## src/rtl/la_debug_pkg.sv

```systemverilog
// Shared types for the logic-analyzer debug controller: command opcodes and FSM states.
package la_debug_pkg;

  localparam int unsigned OpW = 3;

  typedef enum logic [OpW-1:0] {
    OpNop    = 3'd0,
    OpRead   = 3'd1,
    OpWrite  = 3'd2,
    OpHalt   = 3'd3,
    OpResume = 3'd4,
    OpStep   = 3'd5
  } la_op_e;

  typedef enum logic [1:0] {
    StIdle,
    StAccess,
    StStep,
    StResp
  } la_state_e;

endpackage

```

## src/rtl/la_tgl_sync.sv

```systemverilog
// Two-flop synchroniser for a level-toggle strobe, with a one-cycle pulse per level change.
module la_tgl_sync (
  input  logic clk_i,
  input  logic rst_i,
  input  logic tgl_i,
  output logic edge_o
);

  // [0] and [1] are the metastability chain, [2] holds the previous synchronised level.
  logic [2:0] sync_q;

  always_ff @(posedge clk_i or posedge rst_i) begin
    if (rst_i) begin
      sync_q <= '0;
    end else begin
      sync_q <= {sync_q[1:0], tgl_i};
    end
  end

  assign edge_o = sync_q[1] ^ sync_q[2];

endmodule

```

## src/rtl/la_debug_ctrl.sv

```systemverilog
// Debug controller: turns toggle-handshaked LA probe commands into halt/resume/step control
// of the core clock enable and timed req/ack accesses to debug targets.
module la_debug_ctrl
  import la_debug_pkg::*;
#(
  parameter int unsigned DATA_W       = 32,
  parameter int unsigned ADDR_W       = 8,
  parameter int unsigned NUM_TARGETS  = 4,
  parameter int unsigned TGT_W        = (NUM_TARGETS > 1) ? $clog2(NUM_TARGETS) : 1,
  parameter int unsigned STEP_W       = 16,
  parameter int unsigned TIMEOUT      = 64,
  parameter bit          RUN_AT_RESET = 1'b0
) (
  input  logic              clk_i,
  input  logic              rst_i,
  input  logic              la_cmd_tgl_i,
  input  logic [OpW-1:0]    la_cmd_op_i,
  input  logic [TGT_W-1:0]  la_cmd_tgt_i,
  input  logic [ADDR_W-1:0] la_cmd_addr_i,
  input  logic [DATA_W-1:0] la_cmd_wdata_i,
  output logic              la_rsp_tgl_o,
  output logic [DATA_W-1:0] la_rsp_rdata_o,
  output logic              la_rsp_err_o,
  output logic              la_overrun_o,
  output logic              core_run_en_o,
  output logic              core_halted_o,
  output logic              tgt_req_o,
  output logic              tgt_we_o,
  output logic [TGT_W-1:0]  tgt_sel_o,
  output logic [ADDR_W-1:0] tgt_addr_o,
  output logic [DATA_W-1:0] tgt_wdata_o,
  input  logic              tgt_ack_i,
  input  logic [DATA_W-1:0] tgt_rdata_i
);

  localparam int unsigned TmoW = (TIMEOUT > 1) ? $clog2(TIMEOUT) : 1;

  la_state_e state_q, state_d;
  logic              cmd_edge;
  logic              pend_q, pend_d, ovr_q, ovr_d;
  logic [OpW-1:0]    pnd_op_q, cur_op_q, sel_op;
  logic [TGT_W-1:0]  pnd_tgt_q, cur_tgt_q, sel_tgt;
  logic [ADDR_W-1:0] pnd_addr_q, cur_addr_q, sel_addr;
  logic [DATA_W-1:0] pnd_wdata_q, cur_wdata_q, sel_wdata;
  logic [STEP_W-1:0] step_q, step_d, sel_cnt;
  logic [TmoW-1:0]   tmo_q, tmo_d;
  logic              run_q, run_d, err_q, err_d, tgl_q, tgl_d, rsp_err_q, rsp_err_d;
  logic [DATA_W-1:0] rdata_q, rdata_d;
  logic              pnd_load, cur_load, tgt_ok;

  la_tgl_sync u_cmd_sync (
    .clk_i  (clk_i),
    .rst_i  (rst_i),
    .tgl_i  (la_cmd_tgl_i),
    .edge_o (cmd_edge)
  );

  // A pending command always wins over a fresh edge when the FSM is idle.
  assign sel_op    = pend_q ? pnd_op_q    : la_cmd_op_i;
  assign sel_tgt   = pend_q ? pnd_tgt_q   : la_cmd_tgt_i;
  assign sel_addr  = pend_q ? pnd_addr_q  : la_cmd_addr_i;
  assign sel_wdata = pend_q ? pnd_wdata_q : la_cmd_wdata_i;
  assign sel_cnt   = sel_wdata[STEP_W-1:0];
  assign tgt_ok    = 32'(sel_tgt) < NUM_TARGETS;

  always_comb begin
    pend_d   = pend_q;
    ovr_d    = ovr_q;
    pnd_load = 1'b0;
    if (cmd_edge) begin
      if (pend_q) begin
        ovr_d = 1'b1;
      end else if (state_q != StIdle) begin
        pend_d   = 1'b1;
        pnd_load = 1'b1;
      end
    end
    if (state_q == StIdle && pend_q) pend_d = 1'b0;
  end

  always_comb begin
    state_d   = state_q;
    run_d     = run_q;
    err_d     = err_q;
    step_d    = step_q;
    tmo_d     = tmo_q;
    rdata_d   = rdata_q;
    tgl_d     = tgl_q;
    rsp_err_d = rsp_err_q;
    cur_load  = 1'b0;
    unique case (state_q)
      StIdle: begin
        if (cmd_edge || pend_q) begin
          cur_load = 1'b1;
          err_d    = 1'b0;
          state_d  = StResp;
          case (sel_op)
            OpNop:    ;
            OpHalt:   run_d = 1'b0;
            OpResume: run_d = 1'b1;
            OpRead, OpWrite: begin
              if (run_q || !tgt_ok) begin
                err_d = 1'b1;
              end else begin
                tmo_d   = '0;
                state_d = StAccess;
              end
            end
            OpStep: begin
              if (run_q) begin
                err_d = 1'b1;
              end else if (sel_cnt != '0) begin
                step_d  = sel_cnt;
                run_d   = 1'b1;
                state_d = StStep;
              end
            end
            default: err_d = 1'b1;
          endcase
        end
      end
      StAccess: begin
        if (tgt_ack_i) begin
          if (cur_op_q == OpRead) rdata_d = tgt_rdata_i;
          state_d = StResp;
        end else if (tmo_q == TmoW'(TIMEOUT - 1)) begin
          err_d   = 1'b1;
          state_d = StResp;
        end else begin
          tmo_d = tmo_q + TmoW'(1);
        end
      end
      StStep: begin
        if (step_q == STEP_W'(1)) begin
          run_d   = 1'b0;
          state_d = StResp;
        end else begin
          step_d = step_q - STEP_W'(1);
        end
      end
      StResp: begin
        tgl_d     = ~tgl_q;
        rsp_err_d = err_q;
        state_d   = StIdle;
      end
      default: state_d = StIdle;
    endcase
  end

  always_ff @(posedge clk_i or posedge rst_i) begin
    if (rst_i) begin
      state_q     <= StIdle;
      pend_q      <= 1'b0;
      ovr_q       <= 1'b0;
      pnd_op_q    <= '0;
      pnd_tgt_q   <= '0;
      pnd_addr_q  <= '0;
      pnd_wdata_q <= '0;
      cur_op_q    <= '0;
      cur_tgt_q   <= '0;
      cur_addr_q  <= '0;
      cur_wdata_q <= '0;
      step_q      <= '0;
      tmo_q       <= '0;
      run_q       <= RUN_AT_RESET;
      err_q       <= 1'b0;
      tgl_q       <= 1'b0;
      rsp_err_q   <= 1'b0;
      rdata_q     <= '0;
    end else begin
      state_q   <= state_d;
      pend_q    <= pend_d;
      ovr_q     <= ovr_d;
      step_q    <= step_d;
      tmo_q     <= tmo_d;
      run_q     <= run_d;
      err_q     <= err_d;
      tgl_q     <= tgl_d;
      rsp_err_q <= rsp_err_d;
      rdata_q   <= rdata_d;
      if (pnd_load) begin
        pnd_op_q    <= la_cmd_op_i;
        pnd_tgt_q   <= la_cmd_tgt_i;
        pnd_addr_q  <= la_cmd_addr_i;
        pnd_wdata_q <= la_cmd_wdata_i;
      end
      if (cur_load) begin
        cur_op_q    <= sel_op;
        cur_tgt_q   <= sel_tgt;
        cur_addr_q  <= sel_addr;
        cur_wdata_q <= sel_wdata;
      end
    end
  end

  assign la_rsp_tgl_o   = tgl_q;
  assign la_rsp_rdata_o = rdata_q;
  assign la_rsp_err_o   = rsp_err_q;
  assign la_overrun_o   = ovr_q;
  assign core_run_en_o  = run_q;
  assign core_halted_o  = ~run_q;
  assign tgt_req_o      = (state_q == StAccess);
  assign tgt_we_o       = tgt_req_o && (cur_op_q == OpWrite);
  assign tgt_sel_o      = cur_tgt_q;
  assign tgt_addr_o     = cur_addr_q;
  assign tgt_wdata_o    = cur_wdata_q;

endmodule

```

## config.mk

```make
export PLATFORM = sky130hd
export DESIGN_NAME = la_debug_ctrl
export DESIGN_NICKNAME = d
export VERILOG_FILES = /design/src/rtl/la_debug_pkg.sv /design/src/rtl/la_tgl_sync.sv /design/src/rtl/la_debug_ctrl.sv
export SDC_FILE = /design/constraint.sdc
export NUM_CORES = 1
export LEC_CHECK = 0
export CORE_ASPECT_RATIO = 1.4
export CORE_MARGIN = 10
export CORE_UTILIZATION = 45
export CTS_CLUSTER_SIZE = 10
export DETAILED_ROUTE_END_ITERATION = 16
export GPL_TIMING_DRIVEN = 0
export PLACE_DENSITY = 0.76
export RECOVER_POWER = 50
export SYNTH_ARGS = -nofsm -noshare
export SYNTH_HDL_FRONTEND = slang
export SYNTH_HIERARCHICAL = 1
export SYNTH_SLANG_ARGS = --single-unit
```

## constraint.sdc

```tcl
create_clock -name clk_i -period 5 [get_ports clk_i]
set_input_delay 1.25 -clock clk_i [delete_from_list [all_inputs] [get_ports clk_i]]
set_output_delay 1.25 -clock clk_i [all_outputs]
set_load 0.01 [all_outputs]
```

==> impl_metrics.tcl <==
set metrics [dict create \
    timing.rr.end "tgt_wdata_o[26]$_DFFE_PP0P_" \
    vias 5432 \
    yosys_warnings 6 \
    overflow 0 \
    ctsHoldBuffers 0 \
    cp.required_ps 3750 \
    nets 869 \
    fin_crit_ps 3790 \
    layout-drive-gt1-share_pct 6.44 \
    fmax_mhz 264 \
    grt_pass1_wl_mm 30.7 \
    cp_max_fo 10 \
    crit_arrival_ps 2540 \
    switching_share_pct 24.9 \
    worstSkewPairLatency_ps 420 \
    rows 54 \
    period_share_pct 75.8 \
    h-tree-depth 4 \
    r2r_slack_ps 1980 \
    hp-class "register to register" \
    drc 0 \
    fin_setup_tns_ps 0 \
    min_path_cells 0 \
    rr_worst_depth 6 \
    layout_common_cells "clkdlybuf4s50_1, dfrtp_1, mux2_1" \
    diodes 0 \
    cts_made_buffers 17 \
    critPathKind "register to primary output" \
    grt_max_degree 41 \
    ys_ff_latch 155 \
    violations "max-capacitance violations, max-slew violations" \
    setup_viol 0 \
    hold_end "u_cmd_sync/sync_q[1]$_DFF_PP0_" \
    synth_edf_count 0 \
    initial_core_util_pct 45.6 \
    die_x_um 126 \
    cts_setup_buffers 0 \
    synth.yosys.seq_area_share_pct 54.7 \
    finalInstanceArea_um2 9550 \
    cts_tree "done" \
    wire_per_inst_um 19.2 \
    ys_async_sr_fraction_pct 100 \
    first_pass_iters 4 \
    hp-start "u_cmd_sync/sync_q[0]$_DFF_PP0_" \
    rsz0062_at_grt "no" \
    ys_types 55 \
    antenna_found_initial 0 \
    io_pins 162 \
    drv_cap 2 \
    dpl-instance-area_um2 9030 \
    postCtsResizedCells 0 \
    fillers 1245 \
    fin_util_pct 61.4 \
    mostFrequentLayoutCell "clkdlybuf4s50_1" \
    power_frac_seq_pct 48.5 \
    start_kind "register" \
    portBuffers 161 \
    area_growth_pct 34.7 \
    relSlewSlack_pct -37.4 \
    power.density_nw_per_um2 291 \
    hold_slack_ps 371 \
    cts.path.max_buffers 2 \
    place_congestion 0.866 \
    viasPerCell 5.50 \
    finalHoldViolations 0 \
    synth_nets 685 \
    drt-initial-drc-count 215 \
    coreArea_um2 15500 \
    switchingPower_uw 691 \
    grt_pass1_vias 5804 \
    p_leak_nw 4.47 \
    dpl.hpwl_mm 14.8 \
    syn-cell-area_um2 7090 \
    fp.dieArea_um2 21200 \
    synth_area_per_cell_um2 11.9 \
    cts_root_buffer "clkbuf_16" \
    finalMaxSlewViolations 68 \
    max_slew.worst_pin.slew_ps 2060 \
    internal_power_mw 2.09 \
    totalWireLength_mm 19.0 \
    cts_sinks 155 \
    cp-end-kind "primary output" \
    fin_skew_ps 15.8 \
    r2r_start "pend_q$_DFFE_PP0P_" \
    status "complete, but fails checks" \
    peakVddDrop_mv 0.308 \
    ant_nets 0 \
    synth-main-ff-cell "dfrtp_1" \
    die_y_um 168 \
    track_usage_pct 17.7 \
    clkPwrFrac_pct 43.8 \
    p_comb_share_pct 7.7 \
    p_total_mw 2.78 \
    path_clk_slew_ps 60 \
    synth_cells 596 \
]
critical path, stage by stage (launching register included):
cell,delay (ps)
dfrtp_1,400
inv_1,140
ha_1,260
clkbuf_1,320
nor4bb_1,390
clkdlybuf4s50_1,610
synth_stat cells (7+ instances only):
library cell  number  area share, %
inv_1              7           0.37
mux2i_1           49            6.9
clkbuf_1          25            1.3
o21ai_0           10           0.71
nand3_1            8           0.56
dfrtp_1          155             55
a22o_1            13            1.6
ha_1               8            1.4
o22ai_1            8           0.71
o21ai_1           47            3.3
nand2_1           61            3.2
nand4_1           13            1.1
o31ai_1           11            1.2
nor2_1            12           0.64
mux2_1            80             13
nand2b_1           7           0.62
power groups by stage:
stage | Sequential, mW | Combinational [mW] | Clock [mW]
final | 1.35 | 0.214 | 1.22
after global routing | 1.35 | 0.235 | 1.29
after CTS | 1.35 | 0.222 | 1.24
after detailed placement | 1.37 | 0.220 | 0
after global placement | 1.37 | 0.205 | 0
after floorplan | 1.36 | 0.109 | 0
stage by stage:
stage	worst slack, ps	std cells
floorplan	1830	596
global placement	590	953
detailed placement	1200	957
CTS	1150	988
global route	759	988
finish	1210	988
flip-flops by register name, summed over array words and instances (netlist names), 2 cells and up:
name               cells
state_q                2
pnd_wdata_q           32
tgt_wdata_o           32
la_rsp_rdata_o        32
pnd_op_q               3
cur_op_q               3
tmo_q                  6
tgt_sel_o              2
u_cmd_sync/sync_q      3
pnd_addr_q             8
step_q                16
tgt_addr_o             8
pnd_tgt_q              2
cell families (layout without fill, tap and decap cells):
kind of cell    Yosys count  count (layout)  share of synthesized area, %
compound gates          114             114                          10.5
xor+xnor                  3               3                         0.371
fa+ha+maj                 8               8                          1.41
buf+inv                  45             241                          2.67
flops                   155             155                          54.7
mux                     132             132                          20.1
simple gates            139             139                          10.2
cell type report:
class | instances | area [um2] | area share, %
Sequential cell | 155 | 3880 | 40.6
Multi-Input combinational cell | 396 | 3020 | 31.6
Timing Repair Buffer | 165 | 1660 | 17.4
Clock buffer | 18 | 429 | 4.50
Tap cell | 196 | 245 | 2.57
Buffer | 37 | 155 | 1.63
Clock inverter | 13 | 128 | 1.34
Inverter | 8 | 31.3 | 0.328
worst max-delay path by stage:
stage / startpoint / end / depth (start not counted)
after floorplan: rst_i / core_run_en_o$_DFFE_PP0P_ / 1
after global placement: rst_i / tgt_wdata_o[8]$_DFFE_PP0P_ / 2
after detailed placement: la_cmd_op_i[1] / step_q[7]$_DFFE_PP0P_ / 7
after CTS: state_q[1]$_DFFE_PP0P_ / tgt_we_o / 5
after global routing: rst_i / step_q[9]$_DFFE_PP0P_ / 3
final: state_q[1]$_DFFE_PP0P_ / tgt_we_o / 5
routing by layer:
metal,track usage (%),share of wire [%],up-vias
li1,-,-,2544
met1,18.3,38,2691
met2,31.6,52,169
met3,7.06,8.4,28
met4,5.96,2.3,0
met5,0,0,-
Power figures use the tool's default switching activity.
